[config.mk]
export PLATFORM = sky130hd
export DESIGN_NAME = muldiv_unit
export DESIGN_NICKNAME = d
export VERILOG_FILES = /design/src/rtl/riscv_pkg.sv /design/src/rtl/muldiv_iter_core.sv /design/src/rtl/muldiv_unit.sv
export SDC_FILE = /design/constraint.sdc
export NUM_CORES = 1
export LEC_CHECK = 0
export ABC_AREA = 1
export CAP_MARGIN = 25
export CORE_AREA = 2 2 210 212
export CTS_CLUSTER_SIZE = 16
export DETAILED_ROUTE_END_ITERATION = 16
export DIE_AREA = 0 0 212 214
export PLACE_DENSITY = 0.65
export SLEW_MARGIN = 10
export SYNTH_ARGS = -nofsm -noshare
export SYNTH_HDL_FRONTEND = slang
export SYNTH_HIERARCHICAL = 1
export SYNTH_SLANG_ARGS = --single-unit
[constraint.sdc]
create_clock -name clk -period 18.2 [get_ports clk]
set_clock_uncertainty 0.05 [all_clocks]
set_input_delay 2.73 -clock clk [delete_from_list [all_inputs] [get_ports clk]]
set_output_delay 2.73 -clock clk [all_outputs]
set_load 0.02 [all_outputs]
[src/rtl/riscv_pkg.sv]
// Shared RV32M multiply/divide definitions: Funct3 operation codes, the Funct7
// selector and the iterative unit's state encoding, plus small decode helpers.
package riscv_pkg;

  localparam logic [6:0] MULDIV_FUNCT7 = 7'b0000001;

  typedef enum logic [2:0] {
    OP_MUL    = 3'b000,
    OP_MULH   = 3'b001,
    OP_MULHSU = 3'b010,
    OP_MULHU  = 3'b011,
    OP_DIV    = 3'b100,
    OP_DIVU   = 3'b101,
    OP_REM    = 3'b110,
    OP_REMU   = 3'b111
  } muldiv_op_e;

  typedef enum logic [2:0] {
    IDLE,
    PREP,
    CALC,
    FIX,
    DONE
  } muldiv_state_e;

  function automatic logic op_is_div(input muldiv_op_e op);
    return op[2];
  endfunction

  function automatic logic op_signed_a(input muldiv_op_e op);
    return (op == OP_MULH) || (op == OP_MULHSU) || (op == OP_DIV) || (op == OP_REM);
  endfunction

  function automatic logic op_signed_b(input muldiv_op_e op);
    return (op == OP_MULH) || (op == OP_DIV) || (op == OP_REM);
  endfunction

endpackage

[src/rtl/muldiv_iter_core.sv]
// One radix-2 iteration on the shared 2*DATA_W accumulator: shift-add for
// multiply ({hi, multiplier}) or restoring shift-subtract for divide ({rem, quot}).
module muldiv_iter_core #(
  parameter int DATA_W = 32
) (
  input  logic                  is_div,
  input  logic [2*DATA_W-1:0]   acc_i,
  input  logic [DATA_W-1:0]     opnd_i,
  output logic [2*DATA_W-1:0]   acc_o
);

  logic [DATA_W:0]   mul_sum;
  logic [DATA_W:0]   rem_sh;
  logic [DATA_W:0]   diff;

  always_comb begin
    mul_sum = {1'b0, acc_i[2*DATA_W-1:DATA_W]} + (acc_i[0] ? {1'b0, opnd_i} : '0);
    rem_sh  = acc_i[2*DATA_W-1:DATA_W-1];
    // The remainder is always below the divisor, so bit DATA_W of the
    // difference is set exactly when the trial subtraction borrows.
    diff    = rem_sh - {1'b0, opnd_i};

    if (!is_div) begin
      acc_o = {mul_sum, acc_i[DATA_W-1:1]};
    end else if (!diff[DATA_W]) begin
      acc_o = {diff[DATA_W-1:0], acc_i[DATA_W-2:0], 1'b1};
    end else begin
      acc_o = {rem_sh[DATA_W-1:0], acc_i[DATA_W-2:0], 1'b0};
    end
  end

endmodule

[src/rtl/muldiv_unit.sv]
// Iterative RV32M multiply/divide unit: captures operands on Start, works on
// magnitudes for DATA_W iterations, applies the sign and pulses Done.
module muldiv_unit
  import riscv_pkg::*;
#(
  parameter int DATA_W = 32
) (
  input  logic              clk,
  input  logic              reset,
  input  logic              Start,
  input  logic              Flush,
  input  logic [2:0]        Funct3,
  input  logic [DATA_W-1:0] SrcA,
  input  logic [DATA_W-1:0] SrcB,
  output logic              Busy,
  output logic              Done,
  output logic [DATA_W-1:0] Result
);

  localparam int CNT_W = $clog2(DATA_W);
  localparam logic [DATA_W-1:0] MIN_NEG = {1'b1, {(DATA_W-1){1'b0}}};

  muldiv_state_e       state_q, state_d;
  muldiv_op_e          op_q, op_d;
  logic [CNT_W-1:0]    count_q, count_d;
  logic [DATA_W-1:0]   a_q, a_d, b_q, b_d;
  logic [DATA_W-1:0]   opnd_q, opnd_d;
  logic [2*DATA_W-1:0] prod_q, prod_d;
  logic                neg_q, neg_d;
  logic [DATA_W-1:0]   result_q, result_d;
  logic                done_q, done_d;

  logic                a_neg, b_neg, is_div;
  logic [DATA_W-1:0]   a_mag, b_mag;
  logic [2*DATA_W-1:0] iter_acc, mul_full;
  logic [DATA_W-1:0]   div_src, div_fix, fix_result;

  assign is_div = op_is_div(op_q);
  assign a_neg  = op_signed_a(op_q) && a_q[DATA_W-1];
  assign b_neg  = op_signed_b(op_q) && b_q[DATA_W-1];
  assign a_mag  = a_neg ? -a_q : a_q;
  assign b_mag  = b_neg ? -b_q : b_q;

  muldiv_iter_core #(.DATA_W(DATA_W)) u_iter (
    .is_div (is_div),
    .acc_i  (prod_q),
    .opnd_i (opnd_q),
    .acc_o  (iter_acc)
  );

  // REM/REMU read the remainder half, DIV/DIVU the quotient half.
  assign mul_full   = neg_q ? -prod_q : prod_q;
  assign div_src    = op_q[1] ? prod_q[2*DATA_W-1:DATA_W] : prod_q[DATA_W-1:0];
  assign div_fix    = neg_q ? -div_src : div_src;
  assign fix_result = is_div ? div_fix
                    : (op_q == OP_MUL) ? mul_full[DATA_W-1:0] : mul_full[2*DATA_W-1:DATA_W];

  always_comb begin
    // NOTE: every _d takes its held value first, so no branch below can infer a latch.
    state_d  = state_q;
    op_d     = op_q;
    count_d  = count_q;
    a_d      = a_q;
    b_d      = b_q;
    opnd_d   = opnd_q;
    prod_d   = prod_q;
    neg_d    = neg_q;
    result_d = result_q;

    case (state_q)
      IDLE: begin
        if (Start && !Flush) begin
          op_d    = muldiv_op_e'(Funct3);
          a_d     = SrcA;
          b_d     = SrcB;
          state_d = PREP;
        end
      end
      PREP: begin
        count_d = CNT_W'(DATA_W - 1);
        if (!is_div) begin
          opnd_d = a_mag;
          prod_d = {{DATA_W{1'b0}}, b_mag};
          neg_d  = a_neg ^ b_neg;
        end else begin
          opnd_d = b_mag;
          prod_d = {{DATA_W{1'b0}}, a_mag};
          neg_d  = op_q[1] ? a_neg : (a_neg ^ b_neg);
        end
        if (is_div && (b_q == '0)) begin
          result_d = op_q[1] ? a_q : '1;
          state_d  = DONE;
        end else if (op_signed_b(op_q) && is_div && (a_q == MIN_NEG) && (b_q == '1)) begin
          result_d = op_q[1] ? '0 : MIN_NEG;
          state_d  = DONE;
        end else begin
          state_d = CALC;
        end
      end
      CALC: begin
        prod_d  = iter_acc;
        count_d = count_q - CNT_W'(1);
        if (count_q == '0) state_d = FIX;
      end
      FIX: begin
        result_d = fix_result;
        state_d  = DONE;
      end
      DONE:    state_d = IDLE;
      default: state_d = IDLE;
    endcase

    if (Flush && (state_q != IDLE)) begin
      state_d  = IDLE;
      result_d = result_q;
    end

    done_d = (state_d == DONE);
  end

  always_ff @(posedge clk or posedge reset) begin
    if (reset) begin
      state_q  <= IDLE;
      op_q     <= OP_MUL;
      count_q  <= '0;
      a_q      <= '0;
      b_q      <= '0;
      opnd_q   <= '0;
      prod_q   <= '0;
      neg_q    <= 1'b0;
      result_q <= '0;
      done_q   <= 1'b0;
    end else begin
      // NOTE: non-blocking only; all next-state values were settled in the always_comb.
      state_q  <= state_d;
      op_q     <= op_d;
      count_q  <= count_d;
      a_q      <= a_d;
      b_q      <= b_d;
      opnd_q   <= opnd_d;
      prod_q   <= prod_d;
      neg_q    <= neg_d;
      result_q <= result_d;
      done_q   <= done_d;
    end
  end

  assign Busy   = (state_q == PREP) || (state_q == CALC) || (state_q == FIX);
  assign Done   = done_q;
  assign Result = result_q;

endmodule
# Word-level counts from Yosys, hierarchy flattened
# Index checks and enable logic that the tools add are counted.
[word_totals]
output_inout_bits = 34
word_cells = 82
reg_bits = 205
[classes]
addsub = 7
n_reduce_logical = 25
bitwise_logic = 2
muxes = 27
n_eq_ne = 11
[op_table]
columns = ["cell", "n"]
rows = [
  ["32-bit two-way mux", 13],
  ["64-bit two-way mux", 3],
  ["64-bit one-hot mux with 2 select lines", 1],
  ["32-bit negator", 3],
  ["32-bit equality test (second input constant)", 2],
  ["64-bit negator", 1],
  ["32-bit one-hot mux with 2 select lines", 1],
  ["32-bit by 33-bit adder with 33-bit output", 1],
  ["33-bit by 32-bit subtractor with 33-bit output", 1],
  ["32-bit logical NOT", 1],
  ["3-bit two-way mux", 5],
  ["3-bit one-hot mux with 4 select lines", 1],
  ["5-bit one-hot mux with 2 select lines", 1],
  ["3-bit by 2-bit equality test with 1-bit output (second input constant)", 3],
  ["3-bit equality test (second input constant)", 3],
  ["1-bit logical AND", 8],
  ["1-bit logical OR", 7],
  ["3-bit by 1-bit equality test with 1-bit output (second input constant)", 2],
  ["3-bit logical NOT", 2],
  ["5-bit logical NOT", 1],
  ["5-bit by 1-bit subtractor with 5-bit output (second input constant)", 1],
  ["2-bit nonzero test", 2],
  ["3-bit inequality test (second input constant)", 1],
  ["3-bit AND reduction", 1],
  ["6 further kinds", 7],
]

# Longest topological paths before layout
[depth]
ltp_word = 11
ltp_mapped = 20

# By module
# The synthesis kept the hierarchy.
[by_module_without_submodules]
columns = ["mod", "instances", "cells_per_inst", "seq_area_each_um2", "area_per_inst_um2"]
rows = [
  ["muldiv_unit", 1, 2365, 5129.9, 14973.1],
  ["muldiv_iter_core", 1, 1307, 0.0, 6336.1],
]

# Worst setup path after synthesis
# OpenSTA, ideal clock, no wires.
[synth_path]
path_type = "reg2out"
start = "register state_q[2]"
end = "output Busy"
path_slack_ns = 13.863
arrival_ns = 1.557
required_time_ns = 15.420
stages_incl_launch_ff = 6
cell_sequence = "dfrtp_1 nor3_1 inv_1 nand2_1 clkinv_1 nand2_1"
[synth_between]
elab_chain_cells = 3
elab_cells_between_ends = 5
[synth_lines]
columns = ["item", "line_no", "rtl"]
rows = [
  ["start: declaration", "muldiv_unit.sv:23", "muldiv_state_e state_q, state_d;"],
  ["start signal: assignment", "muldiv_unit.sv:135", "state_q <= state_d;"],
  ["3-bit by 1-bit equality test with 1-bit output or 3-bit by 2-bit equality test with 1-bit output (tied branches)", "muldiv_unit.sv:148", "assign Busy = (state_q == PREP) || (state_q == CALC) || (state_q == FIX);"],
  ["1-bit logical OR", "muldiv_unit.sv:148", ""],
  ["1-bit logical OR *", "muldiv_unit.sv:148", ""],
  ["end: declaration", "muldiv_unit.sv:15", "output logic Busy,"],
]
# Every way passes the cells marked *; elsewhere a longest branch is shown, timed or not.

# Worst setup path after layout
# Same ends and word-level chain as after synthesis.

==> run metrics <==
Yosys warnings=6; Antenna Cells=0; setup ws final=11.42 ns; CTS tree=done; gp weighted congestion=1.08; setup_tns=0 ns; CP Launch Type=flop; share of cells above drive strength 1=4.18%; hold crit path type=reg2reg; core footprint=42,900 um2; nets=3,834; Worst Setup Path Type=reg2out; DRC Markers=0; Total GRT Usage=40.6%; endpoints failing setup=0; Die Span Y=214 um; Max VDD drop=0.137 mV; row count=76; Worst Path Required=15.42 ns; Post-synth top flop=dfrtp_1; filler cell count=4,435; drt first pass iters=9; CTS Sinks=205; DRT iter0 DRCs=3,189; Final period util=37.2%; Starting Density=49.7%; Synth Cell Area=21,300 um2; Max Slew Vio Count=0; Synthesized Nets=3,816; flops & latches, synth=205; max_slew headroom=33.7%; outcome=completed; via count=25,300; Clk Latency, worst-skew pair=0.55 ns; Area growth syn-to-layout=9.92%; final core utilization=54.6%; crit path capture type=primary output; Hold Vio Cnt, Final=0; leakage power total=11.8 nW; H-tree lvl count=1; max-cap viol count=0; antenna violations before repair=0; Pwr Density=215 nW/um2; first-pass GRT wire length=139,000 um; drt wl/cell=21.7 um; CTS Hold Buffers Added=0; post-CTS setup buffers=0; number of distinct library cells after synthesis=53; Port-buffer cells=104; die area=45,400 um2; Worst EP arrival=4.00 ns; critical path fanouts, max=70; sequential share of the synthesized area=24.1%; vias in the first global route=23,700; RSZ-0062 raised after global routing=false; clock-pin slew on the worst setup and hold paths=0.06 ns; Overflow after GRT=0; CTS max path bufs=3; EDFF count, synth=0; CTS Root Cell=clkbuf_16; Period minus WS final=6.78 ns; DRT Wirelength=93,200 um; Avg Cell Area, Syn=5.80 um2; Detail Placement HPWL=73,800 um; Mapped Cells=3,672; Vias/cell=5.90; largest net degree at the start of global routing=142; total CTS buffers=23; Die W=212 um; DP Worst Slack=12.10 ns; DRT antenna net count=0; Async S/R FF share, synth=100%; io pins=105; Fmax achieved=148 MHz; Tightest Pin Transition=0.994 ns; post-CTS sizing=0
## final timing paths
path,from,to,slack (ns),cells past startpoint
setup / recovery,state_q[2],Busy,11.42,8
setup reg to reg,op_q[1],Result[20],14.33,9
min in group asynchronous,reset,b_q[14],2.53,2
max in group asynchronous,reset,neg_q,14.30,3
hold / removal,count_q[3],count_q[3],0.45,1
hold reg to reg,count_q[3],count_q[3],0.45,1
## power by group
group | leakage [nW] | total (mW) | internal, mW | switching, mW
sequential | 2.55 | 1.03 | 0.659 | 0.376
clock | 0.371 | 0.498 | 0.289 | 0.208
combinational | 8.85 | 3.51 | 1.04 | 2.47
## metal layers
| metal | routed length [um] | GRT usage, % | share of wire, % | vias to the layer above |
|---|---|---|---|---|
| met1 | 34300 | 49.2 | 37 | 11600 |
| li1 | - | - | - | 11800 |
| met5 | 0 | 0 | 0 | - |
| met3 | 9530 | 7.77 | 10 | 370 |
| met2 | 41300 | 64.5 | 44 | 1533 |
| met4 | 8060 | 28.5 | 8.6 | 0 |
## Yosys cell counts (9+ instances only)
master,number,area [um2]
ha_1,71,888
buf_4,11,82.6
buf_6,9,101
a21oi_1,140,701
inv_1,451,1690
buf_1,14,52.6
o21ai_1,27,135
nand2_1,1181,4430
inv_2,13,48.8
buf_2,20,100
nor2_1,438,1640
a21oi_2,14,123
o211ai_1,51,383
nor3_1,37,185
dfrtp_1,205,5130
nand3b_1,25,188
o21bai_1,11,82.6
nand3_1,398,1990
nand2_2,21,131
or2_2,13,81.3
xor2_1,59,517
xnor2_1,9,78.8
nand4_1,39,244
o21ai_0,257,1290
clkbuf_1,76,285
## per-stage QoR
| stage | hold slack [ns] | cells | total power [mW] | area [um2] |
|---|---|---|---|---|
| after floorplan | 0.402 | 3672 | 3.23 | 21300 |
| after CTS | 0.449 | 4289 | 4.89 | 23400 |
| after global placement | 0.422 | 4248 | 4.33 | 22600 |
| after global routing | 0.478 | 4291 | 5.38 | 23400 |
| final | 0.451 | 4291 | 5.04 | 23400 |
| after detailed placement | 0.436 | 4248 | 4.38 | 22600 |
## flip-flops by register name, indices dropped and copies added, names as in the netlist
name / cells
prod_q: 64
a_q: 32
neg_q: 1
Done: 1
state_q: 3
b_q: 32
Result: 32
op_q: 3
count_q: 5
opnd_q: 32
## placed cells by master (no fill, tap or decap), types with 13 or more instances in the layout
cell type / n
a21oi_1: 140
a21oi_2: 14
buf_4: 18
clkbuf_16: 23
clkdlybuf4s50_1: 104
dfrtp_1: 202
ha_1: 71
inv_1: 447
inv_2: 15
nand2_1: 1181
nand2_2: 21
nand3_1: 398
nand3b_1: 25
nand4_1: 39
nor2_1: 438
nor3_1: 35
o211ai_1: 51
o21ai_0: 257
o21ai_1: 27
or2_2: 13
xor2_1: 59
## layout make-up
| class | count | area (um2) | share of cell area, % |
|---|---|---|---|
| inverters | 468 | 1770 | 7.54 |
| flip-flops and latches | 205 | 5140 | 21.9 |
| clock buffers | 31 | 636 | 2.71 |
| clock inverters | 10 | 144 | 0.614 |
| multi-input cells | 2868 | 13800 | 58.9 |
| well taps | 585 | 732 | 3.12 |
| repair buffers | 124 | 1220 | 5.20 |
## cell families (layout without fill, tap and decap cells)
group	after synthesis	after routing	share of synthesized area [%]
AND/OR/NAND/NOR	2192	2192	43.5
buffers and inverters	599	633	11.3
AO/OA/AOI/OAI	535	535	14.0
flip-flops	205	205	24.1
adder cells (fa/ha/maj)	73	73	4.36
XOR/XNOR	68	68	2.79
## critical path, stage by stage (launching register included)
cell and delay [ns]:
dfrtp_1 0.42, nor3_2 0.16, buf_4 0.60, inv_1 0.30, nand2_1 0.12, buf_4 0.50
clkinv_1 0.47, nand2_1 0.23, clkdlybuf4s50_1 0.63
Power figures use the tool's default switching activity.
